File: src/rtl/vga_timing_if.sv
// vga_timing_if: pixel-enable input and raster timing/coordinate bus of the VGA timing generator
interface vga_timing_if;
    logic       pix_en;
    logic [9:0] x;
    logic [8:0] y;
    logic       hsync;
    logic       vsync;
    logic       active;
    logic       line_start;
    logic       frame_start;

    modport master (
        input  pix_en,
        output x, y, hsync, vsync, active, line_start, frame_start
    );

    modport slave (
        input pix_en, x, y, hsync, vsync, active, line_start, frame_start
    );
endinterface

File: src/rtl/vga_timing.sv
// vga_timing: raster counters and registered sync/active/coordinate/strobe outputs for VGA timing
module vga_timing #(
    parameter int unsigned H_ACTIVE        = 640,
    parameter int unsigned H_FP            = 16,
    parameter int unsigned H_SYNC          = 96,
    parameter int unsigned H_BP            = 48,
    parameter int unsigned V_ACTIVE        = 480,
    parameter int unsigned V_FP            = 10,
    parameter int unsigned V_SYNC          = 2,
    parameter int unsigned V_BP            = 33,
    parameter int unsigned SYNC_ACTIVE_LOW = 1
) (
    input  logic         clk,
    input  logic         rst_n,
    vga_timing_if.master bus
);
    localparam logic [9:0] H_LAST = 10'(H_ACTIVE + H_FP + H_SYNC + H_BP - 1);
    localparam logic [9:0] V_LAST = 10'(V_ACTIVE + V_FP + V_SYNC + V_BP - 1);
    localparam logic [9:0] H_ACT  = 10'(H_ACTIVE);
    localparam logic [9:0] V_ACT  = 10'(V_ACTIVE);
    localparam logic [9:0] HS_BEG = 10'(H_ACTIVE + H_FP);
    localparam logic [9:0] HS_END = 10'(H_ACTIVE + H_FP + H_SYNC);
    localparam logic [9:0] VS_BEG = 10'(V_ACTIVE + V_FP);
    localparam logic [9:0] VS_END = 10'(V_ACTIVE + V_FP + V_SYNC);
    localparam logic       POL    = SYNC_ACTIVE_LOW != 0;

    logic [9:0] h_cnt, v_cnt, h_nxt, v_nxt;
    logic       h_wrap, v_wrap, act_nxt, hs_nxt, vs_nxt;

    // Next raster position and its decode; outputs are registered from these so they never lag the counters
    always_comb begin
        h_wrap  = h_cnt == H_LAST;
        v_wrap  = v_cnt == V_LAST;
        h_nxt   = h_wrap ? 10'd0 : h_cnt + 10'd1;
        v_nxt   = h_wrap ? (v_wrap ? 10'd0 : v_cnt + 10'd1) : v_cnt;
        act_nxt = (h_nxt < H_ACT) && (v_nxt < V_ACT);
        hs_nxt  = ((h_nxt >= HS_BEG) && (h_nxt < HS_END)) ^ POL;
        vs_nxt  = ((v_nxt >= VS_BEG) && (v_nxt < VS_END)) ^ POL;
    end

    // Counters park on the last position in reset so the first enable lands on pixel (0,0)
    always_ff @(posedge clk or negedge rst_n) begin
        if (!rst_n) begin
            h_cnt           <= H_LAST;
            v_cnt           <= V_LAST;
            bus.x           <= '0;
            bus.y           <= '0;
            bus.active      <= 1'b0;
            bus.hsync       <= POL;
            bus.vsync       <= POL;
            bus.line_start  <= 1'b0;
            bus.frame_start <= 1'b0;
        end else if (bus.pix_en) begin
            h_cnt           <= h_nxt;
            v_cnt           <= v_nxt;
            bus.x           <= act_nxt ? h_nxt : 10'd0;
            bus.y           <= act_nxt ? v_nxt[8:0] : 9'd0;
            bus.active      <= act_nxt;
            bus.hsync       <= hs_nxt;
            bus.vsync       <= vs_nxt;
            bus.line_start  <= h_wrap;
            bus.frame_start <= h_wrap && v_wrap;
        end else begin
            bus.line_start  <= 1'b0;
            bus.frame_start <= 1'b0;
        end
    end
endmodule

File: src/flat_wrapper.sv
// flat-port wrapper written by rule: the top's interface ports become plain ports
module vga_timing_flat 
#(
    parameter int unsigned H_ACTIVE        = 640,
    parameter int unsigned H_FP            = 16,
    parameter int unsigned H_SYNC          = 96,
    parameter int unsigned H_BP            = 48,
    parameter int unsigned V_ACTIVE        = 480,
    parameter int unsigned V_FP            = 10,
    parameter int unsigned V_SYNC          = 2,
    parameter int unsigned V_BP            = 33,
    parameter int unsigned SYNC_ACTIVE_LOW = 1
)
  (clk, rst_n, bus_pix_en, bus_x, bus_y, bus_hsync, bus_vsync, bus_active, bus_line_start, bus_frame_start);
  vga_timing_if bus_i ();
  input  logic clk;
  input  logic rst_n;
  input wire logic [$bits(bus_i.pix_en)-1:0] bus_pix_en;
  output wire logic [$bits(bus_i.x)-1:0] bus_x;
  output wire logic [$bits(bus_i.y)-1:0] bus_y;
  output wire logic [$bits(bus_i.hsync)-1:0] bus_hsync;
  output wire logic [$bits(bus_i.vsync)-1:0] bus_vsync;
  output wire logic [$bits(bus_i.active)-1:0] bus_active;
  output wire logic [$bits(bus_i.line_start)-1:0] bus_line_start;
  output wire logic [$bits(bus_i.frame_start)-1:0] bus_frame_start;
  assign bus_i.pix_en = bus_pix_en;
  assign bus_x = bus_i.x;
  assign bus_y = bus_i.y;
  assign bus_hsync = bus_i.hsync;
  assign bus_vsync = bus_i.vsync;
  assign bus_active = bus_i.active;
  assign bus_line_start = bus_i.line_start;
  assign bus_frame_start = bus_i.frame_start;
  vga_timing #(.H_ACTIVE(H_ACTIVE), .H_FP(H_FP), .H_SYNC(H_SYNC), .H_BP(H_BP), .V_ACTIVE(V_ACTIVE), .V_FP(V_FP), .V_SYNC(V_SYNC), .V_BP(V_BP), .SYNC_ACTIVE_LOW(SYNC_ACTIVE_LOW)) u_core (.clk(clk), .rst_n(rst_n), .bus(bus_i));
endmodule
File: config.mk
export PLATFORM = sky130hd
export DESIGN_NAME = vga_timing_flat
export DESIGN_NICKNAME = d
export VERILOG_FILES = /design/src/rtl/vga_timing_if.sv /design/src/rtl/vga_timing.sv /design/src/flat_wrapper.sv
export SDC_FILE = /design/constraint.sdc
export NUM_CORES = 1
export LEC_CHECK = 0
export BUFFER_PORTS_ARGS = -buffer_cell sky130_fd_sc_hd__buf_4
export CAP_MARGIN = 5
export CORE_AREA = 8 8 72 80
export CTS_CLUSTER_DIAMETER = 100
export DETAILED_ROUTE_END_ITERATION = 7
export DIE_AREA = 0 0 80 88
export PLACE_DENSITY = 0.81
export SLEW_MARGIN = 20
export SYNTH_ARGS = -nofsm -noshare
export SYNTH_HDL_FRONTEND = slang
export SYNTH_SLANG_ARGS = --single-unit
File: constraint.sdc
create_clock -name clk -period 2.9 [get_ports clk]
set_input_delay 0.29 -clock clk [delete_from_list [all_inputs] [get_ports clk]]
set_output_delay 0.29 -clock clk [all_outputs]
set_load 0.02 [all_outputs]
# Word-level counts from Yosys, hierarchy flattened
# Index checks and enable logic that the tools add are counted.
[word_totals]
register_bits = 44
latchBits = 0
ramBits = 0
mem_bits_ro = 0
in_bits = 3
out_inout_bits = 24
n_memories = 0
[op_classes]
addsub = 2
multipliers = 0
n_div = 0
order_cmp = 6
eq_ne = 2
shift = 0
mux = 7
bitwise = 2
n_reduce_logical = 4
[op_table]
columns = ["op", "n"]
rows = [
  ["$mux W10", 4],
  ["$add A10 B1 Y10 const B", 2],
  ["$eq A10 B10 Y1 const B", 2],
  ["$lt A10 B10 Y1 const B", 2],
  ["$lt A10 B9 Y1 const B", 2],
  ["$ge A10 B10 Y1 const B", 1],
  ["$ge A10 B9 Y1 const B", 1],
  ["$mux W9", 1],
  ["$logic_and A1 B1 Y1", 4],
  ["$mux W1", 2],
  ["$not A1 Y1", 2],
]

# Longest topological paths before layout
# Gate-level depths: netlist (run 1).
[depth]
word_depth = 6
ltp_mapped = 9
mapped_depth_nobuf = 7

# Worst setup path before layout (run 1)
# No wires, ideal clock.
[synth_path]
path_type = "register to register"
startpoint = "register u_core.h_cnt[0]"
endpoint = "register u_core.bus.x[5]"
setup_time_ns = 0.140
arrival_ns = 2.112
t_required_ns = 2.760
path_slack_ns = 0.648
path_stages_with_launch = 10
synth_period_minus_slack_ns = 2.252
cell_sequence = "dfstp_2 -> ha_1 -> nand4_2 -> or3_1 -> buf_2 -> nor3b_2 -> a21oi_2 -> nand3_1 -> buf_6 -> o32ai_2"
[synth_between]
elab_chain_cells = 5
[synth_lines]
columns = ["item", "line", "source"]
rows = [
  ["from (decl)", "vga_timing.sv:27", "logic [9:0] h_cnt, v_cnt, h_nxt, v_nxt;"],
  ["from (signal assigned)", "vga_timing.sv:54", "h_cnt <= h_nxt;"],
  ["$add A10 B1 Y10 or $eq A10 B10 Y1 (tied branches)", "vga_timing.sv:34, vga_timing.sv:32", ""],
  ["$mux W10 (on tied branches)", "vga_timing.sv:34, vga_timing.sv:35", ""],
  ["$lt A10 B10 Y1 or $lt A10 B9 Y1 (tied branches)", "vga_timing.sv:36", "act_nxt = (h_nxt < H_ACT) && (v_nxt < V_ACT);"],
  ["$logic_and A1 B1 Y1", "vga_timing.sv:36", ""],
  ["$mux W10 *", "vga_timing.sv:56", "bus.x <= act_nxt ? h_nxt : 10'd0;"],
  ["to (signal assigned)", "vga_timing.sv:56", ""],
  ["to (decl)", "vga_timing_if.sv:14", "output x, y, hsync, vsync, active, line_start, frame_start"],
]
# Every way passes the cells marked *; elsewhere a longest branch is shown, timed or not.
# A chain may end at the register's enable or synchronous reset.

# Final worst setup path (run 1)
[layout_path]
startpoint = "register u_core.h_cnt[0]"
endpoint = "register u_core.bus.vsync"
[layout_between]
elab_chain_cells = 5
[layout_lines]
columns = ["item", "line", "source"]
rows = [
  ["$eq A10 B10 Y1 *", "vga_timing.sv:32", "h_wrap = h_cnt == H_LAST;"],
  ["$mux W10 *", "vga_timing.sv:35", "v_nxt = h_wrap ? (v_wrap ? 10'd0 : v_cnt + 10'd1) : v_cnt;"],
  ["$ge A10 B9 Y1 or $lt A10 B9 Y1 (tied branches)", "vga_timing.sv:38", "vs_nxt = ((v_nxt >= VS_BEG) && (v_nxt < VS_END)) ^ POL;"],
  ["$logic_and A1 B1 Y1 *", "vga_timing.sv:38", ""],
  ["$not A1 Y1 (no line) *", "--", ""],
  ["to (signal assigned)", "vga_timing.sv:60", "bus.vsync <= vs_nxt;"],
  ["to (decl)", "vga_timing_if.sv:14", ""],
]
# Marked as above.

==> summary.txt, run 1 <==
Timing
  – Finish-stage setup viols: 0
  – Final WS setup: 0.212 ns
  – Setup_tns: 0 ns
  – Slew headroom: 0.579
  – Clock skew: 0.00302 ns
  – Worst-margin pin slew: 0.628 ns
  – Fin crit period: 2.69 ns
  – Final worst-path cycle share: 0.927
  – Hold Fails Final Rpt: 0
  – RSZ-0062 raised after global routing: no
  – Fin Hold WS: 0.430 ns
  – Max-slew violation count: 0
  – Fmax: 372 MHz

Power and ir drop
  – LEAKAGE: 1.17 nW
  – Worst VDD drop: 430 uV
  – Pwr Density: 654 nW/um^2

Drt
  – 1st-iter DRT viols: 149
  – DRC errors left: 0
  – WL final: 5.55 mm
  – Post-route antenna net violation count: 0
  – Router iterations before antenna repair: 4
  – Routed length per placed instance: 16.9 um
  – Via count: 1988
  – Drt via density: 6.06

Floorplanning
  – Die area: 7040 sq um
  – Starting Density: 0.547
  – Die X: 80 um
  – Chip height: 88 um
  – Core area: 4490 sq um
  – IO Count: 27
  – Row Count: 26

Synthesis
  – Most common cell in the synthesized netlist: dfrtp_1
  – Leading area contributor after synthesis: dfrtp_1
  – Largest cells by area after synthesis: dfrtp_1 (33%), dfstp_2 (13%), o2bb2ai_1 (5.7%), xnor2_1 (5.0%), nand2_1 (4.4%)
  – Netlist cell types: 54
  – Number of synthesized flops with an enable pin: 0
  – Gate Count Post-Synth: 255
  – Commonest cells post-synth: dfrtp_1 (32), nand2_1 (29), inv_1 (16), o2bb2ai_1 (16), nand3_1 (15)
  – Post-synthesis sequential area ratio: 0.454
  – Synth Cell Area: 2460 sq um
  – Asr flop ratio synth: 1.00
  – Synth warn: 0
  – Yosys reg bits: 44
  – Syn nets: 261
  – Post-synth top area share: 0.326
  – Avg Inst Size Synth: 9.64 sq um
  – Ys flop type: dfrtp_1

Finish
  – Area grow syn2layout: 13.4%
  – Non-filler cells, final: 328
  – Area taken by multi-input logic gates: 1180 sq um
  – Sequential cell area: 1120 sq um
  – Diode count: 0
  – Share of layout cells above drive strength 1: 0.235
  – Fillers: 385
  – Final #Nets: 278

Clocking
  – Num CTS Buffers: 5
  – Clk Latency, worst-skew pair: 0.29 ns
  – Clock Path Buffers: 2
  – Num Clock Sinks: 44
  – Clk slew on worst S/H paths: 0.08 ns
  – H-tree depth: 2
  – Root buf cell: clkbuf_8
  – CTS tree: yes
  – PostCTS Resize Cnt: 0

Place
  – Number of port buffers: 26
  – Hpwl dp: 3.89 mm
  – GP Congestion: 0.937
  – Placed cells: 320
  – Pre-CTS WS: 0.258 ns

Critical path
  – Kind of critical path: flip-flop to flip-flop
  – Worst-path maximum fanout: 10
  – WP data required: 3.12 ns
  – Crit-path slowest cell: or3_1
  – Data arrival time of the worst path: 2.90 ns
  – CP Launch Type: flip-flop
  – Setup crit end kind: flip-flop
  – Slowest Stage Delay on Critical Path: 0.60 ns
  – Critical path, cell by cell: ha_1 -> nand4_2 -> or3_1 -> buf_4 -> a311oi_2 -> nor2_1 -> a31oi_1

Global routing
  – Initial antenna violation count: 0
  – Global-route wire length before repair: 9.52 mm
  – Remaining Overflow, GRT: 0
  – Pin count of the biggest net entering global routing: 46
  – GRT Total Usage: 0.171
  – Vias in the first global route: 1960

Flow run
  – Max-cap viol count: 0

Run status
  – Status: finished clean

Hold path
  – Hold Path Class: input port to flip-flop
## power by group
part	leakage (nW)	internal, mW	switching (mW)
clock	0.0642	0.339	0.201
combinational	0.546	0.183	0.261
sequential	0.561	0.726	0.112
## worst max-delay path: cells and delay by family, from the launching register on
kind,cells,cell delay (ns)
simple gates,3,0.97
flops,1,0.58
compound gates,2,0.55
fa+ha+maj,1,0.26
buf+inv,1,0.24
## layout make-up
| type | instances | share of cell area |
|---|---|---|
| sequential | 44 | 0.401 |
| tap | 56 | 0.0251 |
| inverter | 16 | 0.0216 |
| timing repair buffer | 31 | 0.0844 |
| clock inverter | 2 | 0.0216 |
| multi-input combinational | 174 | 0.422 |
| clock buffer | 5 | 0.0247 |
## routing by layer
metal  global-route usage  up-vias  wire, um
met1                0.202      973      2270
met4               0.0646        0       102
met5                    0        -         0
met3               0.0431        8       236
li1                     -      960         -
met2                0.288       47      2930
## through the flow
| stage | area, sq um | total power [mW] | utilization |
|---|---|---|---|
| 2_1_floorplan | 2460 | 1.16 | - |
| 3_3_place_gp | 2650 | 1.28 | 0.590 |
| 3_5_place_dp | 2650 | 1.29 | 0.590 |
| 4_1_cts | 2790 | 1.84 | 0.621 |
| 5_1_grt | 2790 | 1.92 | 0.621 |
| 6_report | 2790 | 1.82 | 0.621 |
## layout by cell type (no fill, tap or decap), types with 3 or more instances in the layout
| cell | instances |
|---|---|
| dfrtp_1 | 32 |
| buf_4 | 30 |
| nand2_1 | 29 |
| inv_1 | 16 |
| o2bb2ai_1 | 16 |
| nand3_1 | 15 |
| xnor2_1 | 14 |
| o21ai_0 | 13 |
| dfstp_2 | 12 |
| nor2_1 | 10 |
| o21ai_1 | 7 |
| a21oi_1 | 7 |
| and4_1 | 5 |
| and3_1 | 5 |
| a31oi_1 | 5 |
| clkbuf_8 | 5 |
| nand4_1 | 4 |
| nor4_1 | 3 |
| o31ai_1 | 3 |
| ha_1 | 3 |
## final timing paths
path / cells after the start / slack, ns / from / to
hold / removal: 2 / 0.43 / bus_pix_en / u_core.bus.x[5]$_DFFE_PN0P_
setup reg to reg: 7 / 0.21 / u_core.h_cnt[0]$_DFFE_PN1P_ / u_core.bus.vsync$_DFFE_PN1P_
min in group asynchronous: 2 / 0.52 / rst_n / u_core.bus.y[5]$_DFFE_PN0P_
setup / recovery: 7 / 0.21 / u_core.h_cnt[0]$_DFFE_PN1P_ / u_core.bus.vsync$_DFFE_PN1P_
max in group asynchronous: 2 / 2.00 / rst_n / u_core.h_cnt[3]$_DFFE_PN1P_
hold reg to reg: 1 / 0.49 / u_core.bus.x[6]$_DFFE_PN0P_ / u_core.bus.x[6]$_DFFE_PN0P_
## state kept, by name, indices dropped and copies added (netlist names)
| register | count |
|---|---|
| u_core.h_cnt | 10 |
| u_core.bus.hsync | 1 |
| u_core.bus.frame_start | 1 |
| u_core.bus.y | 9 |
| u_core.bus.vsync | 1 |
| u_core.bus.line_start | 1 |
| u_core.v_cnt | 10 |
| u_core.bus.active | 1 |
| u_core.bus.x | 10 |
## logic make-up (layout without fill, tap and decap cells)
logic type,Yosys count,in the layout,share of synthesized area
AND/OR/NAND/NOR,86,86,0.198
flip-flops,44,44,0.454
adder cells (fa/ha/maj),4,4,0.0194
buffers and inverters,37,54,0.0672
XOR/XNOR,15,15,0.0535
AO/OA/AOI/OAI,68,68,0.204
multiplexers,1,1,0.00407
## timing repair
action                                 in CTS  in global routing
buffers inserted                            0                  0
endpoints found under the hold margin      32                  0
hold buffers                                1                  0
No activity file was read; power rests on OpenSTA's default activity.
==> run 2, diff against run 1 <==
CORE_AREA = 8 8 74 83   (was 8 8 72 80)
DIE_AREA = 0 0 82 91   (was 0 0 80 88)
PLACE_DENSITY = 0.8   (was 0.81)
clock period = 2.31 ns   (was 2.9 ns; I/O delays follow)
==> run 2 against run 1 <==
Effect of this change: clock power is 2% lower; die area is 6.0% higher; via count is 3.0% higher; fmax up 22%; setup slack lost 0.11 ns; clock skew is essentially flat; register-to-register slack got worse by 0.11 ns; core utilization grew 0.11 points; sequential cell count unchanged.
==> summary.txt, run 2 (same netlist as run 1, synthesis figures left out) <==
Floorplanning
  – Die area: 7460 sq um (+6.0%)
  – Starting Density: 0.512 (-0.0351)
  – Chip height: 91 um (+3.4%)
  – Core area: 4800 sq um (+6.9%)
  – IO Count: 27 (unchanged)
  – Row Count: 27 (+3.8%)
  – Die X: 82 um (+2.5%)

Timing
  – Finish-stage setup viols: 0 (unchanged)
  – Clock skew: 0.00307 ns (+0.0000521 ns)
  – Worst-margin pin slew: 0.529 ns (-0.0985 ns)
  – Slew headroom: 0.645 (+0.0661)
  – Final worst-path cycle share: 0.955 (+0.0278)
  – Max-slew violation count: 0 (unchanged)
  – Fmax: 453 MHz (+22%)
  – Hold Fails Final Rpt: 0 (unchanged)
  – Fin crit period: 2.21 ns (-0.483 ns)
  – Fin Hold WS: 0.360 ns (-0.0694 ns)

Drt
  – Router iterations before antenna repair: 4 (unchanged)
  – Via count: 2048 (+3.0%)
  – WL final: 5.81 mm (+4.8%)
  – Post-route antenna net violation count: 0 (unchanged)
  – DRC errors left: 0 (unchanged)
  – 1st-iter DRT viols: 159 (+6.7%)
  – Routed length per placed instance: 16.6 um (-1.8%)
  – Drt via density: 5.85 (-3.5%)

Critical path
  – Worst-path maximum fanout: 5 (-5)
  – Data arrival time of the worst path: 2.44 ns (-0.46 ns)
  – Slowest Stage Delay on Critical Path: 0.55 ns (-0.05 ns)
  – Crit-path slowest cell: dfstp_2
  – Reg2Reg Setup Slack: 0.10 ns (-0.11 ns)
  – Critical path, cell by cell: ha_2 -> nand4_4 -> or3_4 -> buf_4 -> a311oi_4 -> nor2_1 -> a31oi_1
  – CP Launch Type: flip-flop
  – Cell count of the worst reg-to-reg path: 7 (unchanged)
  – Setup crit end kind: flip-flop
  – WP data required: 2.54 ns (-0.58 ns)
  – Kind of critical path: flip-flop to flip-flop

Global routing
  – Vias in the first global route: 2016 (+2.9%)
  – Initial antenna violation count: 0 (unchanged)
  – Remaining Overflow, GRT: 0 (unchanged)
  – Pin count of the biggest net entering global routing: 46 (unchanged)
  – GRT Total Usage: 0.161 (-0.00987)
  – Global-route wire length before repair: 9.67 mm (+1.5%)

Clocking
  – CTS tree: yes
  – Root buf cell: clkbuf_8
  – Num Clock Sinks: 44 (unchanged)
  – Clock Path Buffers: 2 (unchanged)
  – Clk Latency, worst-skew pair: 0.30 ns (about the same)
  – H-tree depth: 2 (unchanged)
  – Clk slew on worst S/H paths: 0.09 ns (about the same)
  – Num CTS Buffers: 5 (unchanged)

Place
  – Number of port buffers: 26 (unchanged)
  – Hpwl dp: 4.13 mm (+6.2%)
  – GP Congestion: 0.964 (+2.8%)
  – Placed cells: 340 (+6.3%)

Finish
  – Share of layout cells above drive strength 1: 0.312 (+0.0763)
  – Sequential cell area: 1120 sq um (unchanged)
  – Fin util: 0.622 (+0.00113)
  – Most common cell after layout, fill and taps aside: buf_4
  – Non-filler cells, final: 350 (+6.7%)
  – Fillers: 394 (+2.3%)
  – Area grow syn2layout: 21.4%
  – Diode count: 0 (unchanged)
  – Commonest non-fill, non-tap cells in the layout: buf_4 (48), dfrtp_1 (32), nand2_1 (29)
  – Area taken by multi-input logic gates: 1250 sq um (+6.0%)
  – Final #Nets: 297 (+6.8%)
  – Biggest regs: u_core.bus.x x10, u_core.h_cnt x10, u_core.v_cnt x10

Run status
  – Status: finished clean

Flow run
  – Max-cap viol count: 0 (unchanged)

Power and ir drop
  – Total net switching power: 0.792 mW (+38%)
  – Clock power frac: 0.238 (-0.059)
  – Pwr Density: 746 nW/um^2 (+14%)
  – Worst VDD drop: 554 uV (+29%)
  – Combinational share of power: 0.289 (+0.045)
  – LEAKAGE: 1.26 nW (+7.3%)
  – Sw Share: 0.356 (+0.0404)
  – Sequential power share: 0.473 (+0.013)
  – Int Power: 1.43 mW (+15%)

Hold path
  – Hold Path Class: input port to flip-flop
  – Worst Hold Depth: 3 (+1)
==> run 2: cell types whose count changed in the layout (fill, tap and decap cells not counted), sizes merged <==
| cell | before | now |
|---|---|---|
| buf | 30 | 49 |
| bufinv | 2 | 0 |
| clkbuf | 5 | 6 |
| clkinvlp | 0 | 2 |
==> run 2: per-layer routing <==
layer,track usage,up-vias,part of all wire
li1,-,982,-
met1,0.196,1013,0.42
met2,0.269,43,0.52
met3,0.0375,10,0.040
met4,0.0499,0,0.013
met5,0,-,0
==> run 2: final timing paths <==
| path | startpoint | to |
|---|---|---|
| max | u_core.h_cnt[1]$_DFFE_PN1P_ | u_core.bus.vsync$_DFFE_PN1P_ |
| min in group asynchronous | rst_n | u_core.bus.y[6]$_DFFE_PN0P_ |
| min | bus_pix_en | u_core.v_cnt[9]$_DFFE_PN1P_ |
| min reg2reg | u_core.bus.active$_DFFE_PN0P_ | u_core.bus.active$_DFFE_PN0P_ |
| max reg2reg | u_core.h_cnt[1]$_DFFE_PN1P_ | u_core.bus.vsync$_DFFE_PN1P_ |
| max in group asynchronous | rst_n | u_core.h_cnt[0]$_DFFE_PN1P_ |
==> run 2: worst max-delay path, delay by kind of cell, from the launching register on <==
family	cells	cell delay [ns]
buffers and inverters	1	0.18
flip-flops	1	0.55
AND/OR/NAND/NOR	3	0.68
AO/OA/AOI/OAI	2	0.51
adder cells (fa/ha/maj)	1	0.20
==> run 2: timing repair <==
item	4_1_cts	5_1_grt
gates resized for setup	1	10
hold buffers	1	0
endpoints found under the setup margin	3	22
pin swaps	1	3
hold endpoints to repair	32	0
buffers inserted	1	0
==> run 2: power groups by stage <==
stage          logic, mW  clock network, mW  registers [mW]
5_1_grt            0.705              0.566            1.07
6_report           0.643              0.529            1.05
2_1_floorplan      0.426                  0            1.03
3_3_place_gp       0.613                  0            1.05
4_1_cts            0.630              0.536            1.04
3_5_place_dp       0.625                  0            1.05
==> run 2: cell type report <==
class,instances,share of cell area
Clock buffer,6,0.0277
Clock inverter,2,0.00503
Inverter,16,0.0201
Multi-Input combinational cell,174,0.418
Sequential cell,44,0.374
Tap cell,58,0.0243
Timing Repair Buffer,50,0.131
==> run 2: stage by stage <==
step	TNS [ns]	worst slack, ns	area, sq um	power [mW]
detailed placement	-0.0353	-0.0320	2800	1.68
global placement	0	0.0448	2800	1.66
global route	-0.00127	-0.00127	2980	2.34
finish	0	0.105	2980	2.23
CTS	0	0.0103	2920	2.20
floorplan	0	0.0581	2460	1.45
==> run 3, diff against run 2 <==
REMOVE_ABC_BUFFERS = 1   (was unset)
==> run 3 against run 2 <==
Effect of this change: combinational power grew 6.4%; critical path type unchanged; core utilization is essentially flat; largest power group unchanged; critical endpoint is now u_core.bus.x[5]$_DFFE_PN0P_; clock-buffer cell count unchanged; clock skew grew 0.0056 ns; sequential power hardly changed; sequential cell count unchanged; fmax is 0.43% lower.
==> summary.txt, run 3 (same netlist as run 1, synthesis figures left out) <==
Hold path
  – Hold Path Class: input port to flip-flop

Power and ir drop
  – Worst VDD drop: 443 uV (-20%)
  – Pwr Density: 786 nW/um^2 (+5.3%)
  – LEAKAGE: 1.27 nW (+1.4%)

Drt
  – DRC errors left: 0 (unchanged)
  – Post-route antenna net violation count: 0 (unchanged)
  – Drt via density: 5.89 (+0.65%)
  – Via count: 2079 (+1.5%)
  – WL final: 5.80 mm (-0.12%)
  – Router iterations before antenna repair: 4 (unchanged)
  – Routed length per placed instance: 16.4 um (-0.97%)
  – 1st-iter DRT viols: 127 (-20%)

Timing
  – Worst-margin pin slew: 0.561 ns (+0.0312 ns)
  – Max-slew violation count: 0 (unchanged)
  – Finish-stage setup viols: 0 (unchanged)
  – Fin crit period: 2.21 ns (+0.00953 ns)
  – Slew headroom: 0.626 (-0.0184)
  – Clock skew: 0.00864 ns (+0.00557 ns)
  – Setup_tns: 0 ns (unchanged)
  – Final worst-path cycle share: 0.959 (+0.00412)
  – Fmax: 452 MHz (-0.43%)
  – Hold Fails Final Rpt: 0 (unchanged)

Finish
  – Most common cell after layout, fill and taps aside: buf_4
  – Area taken by multi-input logic gates: 1210 sq um (-2.8%)
  – Commonest non-fill, non-tap cells in the layout: buf_4 (52), dfrtp_1 (32), nand2_1 (29)
  – Final #Nets: 300 (+1.0%)
  – Share of layout cells above drive strength 1: 0.315 (+0.00361)
  – Sequential cell area: 1120 sq um (unchanged)
  – Area grow syn2layout: 21.3% (about the same)
  – Biggest regs: u_core.bus.x x10, u_core.h_cnt x10, u_core.v_cnt x10
  – Non-filler cells, final: 353 (+0.86%)
  – Diode count: 0 (unchanged)
  – Fillers: 409 (+3.8%)

Floorplanning
  – Row Count: 27 (unchanged)
  – Die X: 82 um (unchanged)
  – Starting Density: 0.512 (unchanged)
  – IO Count: 27 (unchanged)
  – Core area: 4800 sq um (unchanged)
  – Chip height: 91 um (unchanged)
  – Die area: 7460 sq um (unchanged)

Critical path
  – Slowest Stage Delay on Critical Path: 0.56 ns (about the same)
  – Kind of critical path: flip-flop to flip-flop
  – Crit-path slowest cell: dfstp_2
  – Critical path, cell by cell: ha_2 -> nand4_4 -> nor3_4 -> a21oi_2 -> o2111ai_2 -> nand3_2 -> buf_4 -> o32ai_2
  – Data arrival time of the worst path: 2.44 ns (about the same)
  – CP Launch Type: flip-flop
  – Worst-path maximum fanout: 6 (+1)
  – Setup crit end kind: flip-flop
  – WP data required: 2.53 ns (about the same)

Global routing
  – Vias in the first global route: 2112 (+4.8%)
  – Pin count of the biggest net entering global routing: 46 (unchanged)
  – Initial antenna violation count: 0 (unchanged)
  – Global-route wire length before repair: 9.82 mm (+1.6%)
  – GRT Total Usage: 0.162 (+0.00109)
  – Remaining Overflow, GRT: 0 (unchanged)

Clocking
  – H-tree depth: 2 (unchanged)
  – CTS tree: yes
  – Num Clock Sinks: 44 (unchanged)
  – Clock Path Buffers: 2 (unchanged)
  – Clk slew on worst S/H paths: 0.09 ns (about the same)
  – Num CTS Buffers: 5 (unchanged)
  – Root buf cell: clkbuf_8
  – Clk Latency, worst-skew pair: 0.31 ns (about the same)

Run status
  – Status: finished clean

Place
  – Placed cells: 342 (+0.59%)
  – Number of port buffers: 26 (unchanged)
  – GP Congestion: 0.856 (-11%)
  – Hpwl dp: 3.93 mm (-4.8%)

Flow run
  – Max-cap viol count: 0 (unchanged)
run 3: timing repair:
action,in CTS,in global routing
cloned,0,0
hold endpoints to repair,32,0
pin swaps,1,3
hold buffers,1,0
setup endpoints to repair,11,24
buffers inserted,0,2
resized for setup,1,7
run 3: area by class of cell:
cell class	instances	area share
tap	58	0.0243
clock inverter	2	0.0130
clock buffer	6	0.0277
multi-input combinational	174	0.406
timing repair buffer	53	0.134
sequential	44	0.374
inverter	16	0.0201
run 3: final timing paths:
kind	from	endpoint	slack, ns	cells after the start
worst max-delay path	u_core.h_cnt[1]$_DFFE_PN1P_	u_core.bus.x[5]$_DFFE_PN0P_	0.1	8
worst min-delay path	bus_pix_en	u_core.bus.hsync$_DFFE_PN1P_	0.36	3
worst max register to register	u_core.h_cnt[1]$_DFFE_PN1P_	u_core.bus.x[5]$_DFFE_PN0P_	0.1	8
worst min register to register	u_core.bus.x[2]$_DFFE_PN0P_	u_core.bus.x[2]$_DFFE_PN0P_	0.49	1
max in group asynchronous	rst_n	u_core.v_cnt[2]$_DFFE_PN1P_	1.47	2
min in group asynchronous	rst_n	u_core.bus.y[6]$_DFFE_PN0P_	0.46	2
run 3: metrics by stage:
stage	hold WS, ns	worst slack [ns]	cell area, sq um	total power [mW]	util
global route	0.368	-0.00406	2980	2.47	0.622
finish	0.362	0.0953	2980	2.34	0.622
detailed placement	0.264	-0.0294	2800	1.69	0.584
CTS	0.350	0.000516	2940	2.33	0.612
global placement	0.251	0.0488	2800	1.67	0.584
floorplan	-0.0646	-0.303	2350	1.41	-
run 3: where the power goes:
part | switching (mW) | internal [mW]
sequential | 0.113 | 0.910
clock | 0.283 | 0.354
combinational | 0.386 | 0.298
total | 0.782 | 1.56
run 3: worst max-delay path: cells and delay by family, from the launching register on:
kind	cells	cell delay, ns
AO/OA/AOI/OAI	3	0.59
adder cells (fa/ha/maj)	1	0.20
buffers and inverters	1	0.19
flip-flops	1	0.56
AND/OR/NAND/NOR	3	0.60
run 3: metal layers:
metal	vias up	share of wire	track usage
met5	-	0	0
met4	0	0.018	0.0718
met3	11	0.047	0.0335
met2	49	0.50	0.264
met1	1030	0.43	0.198
li1	989	-	-
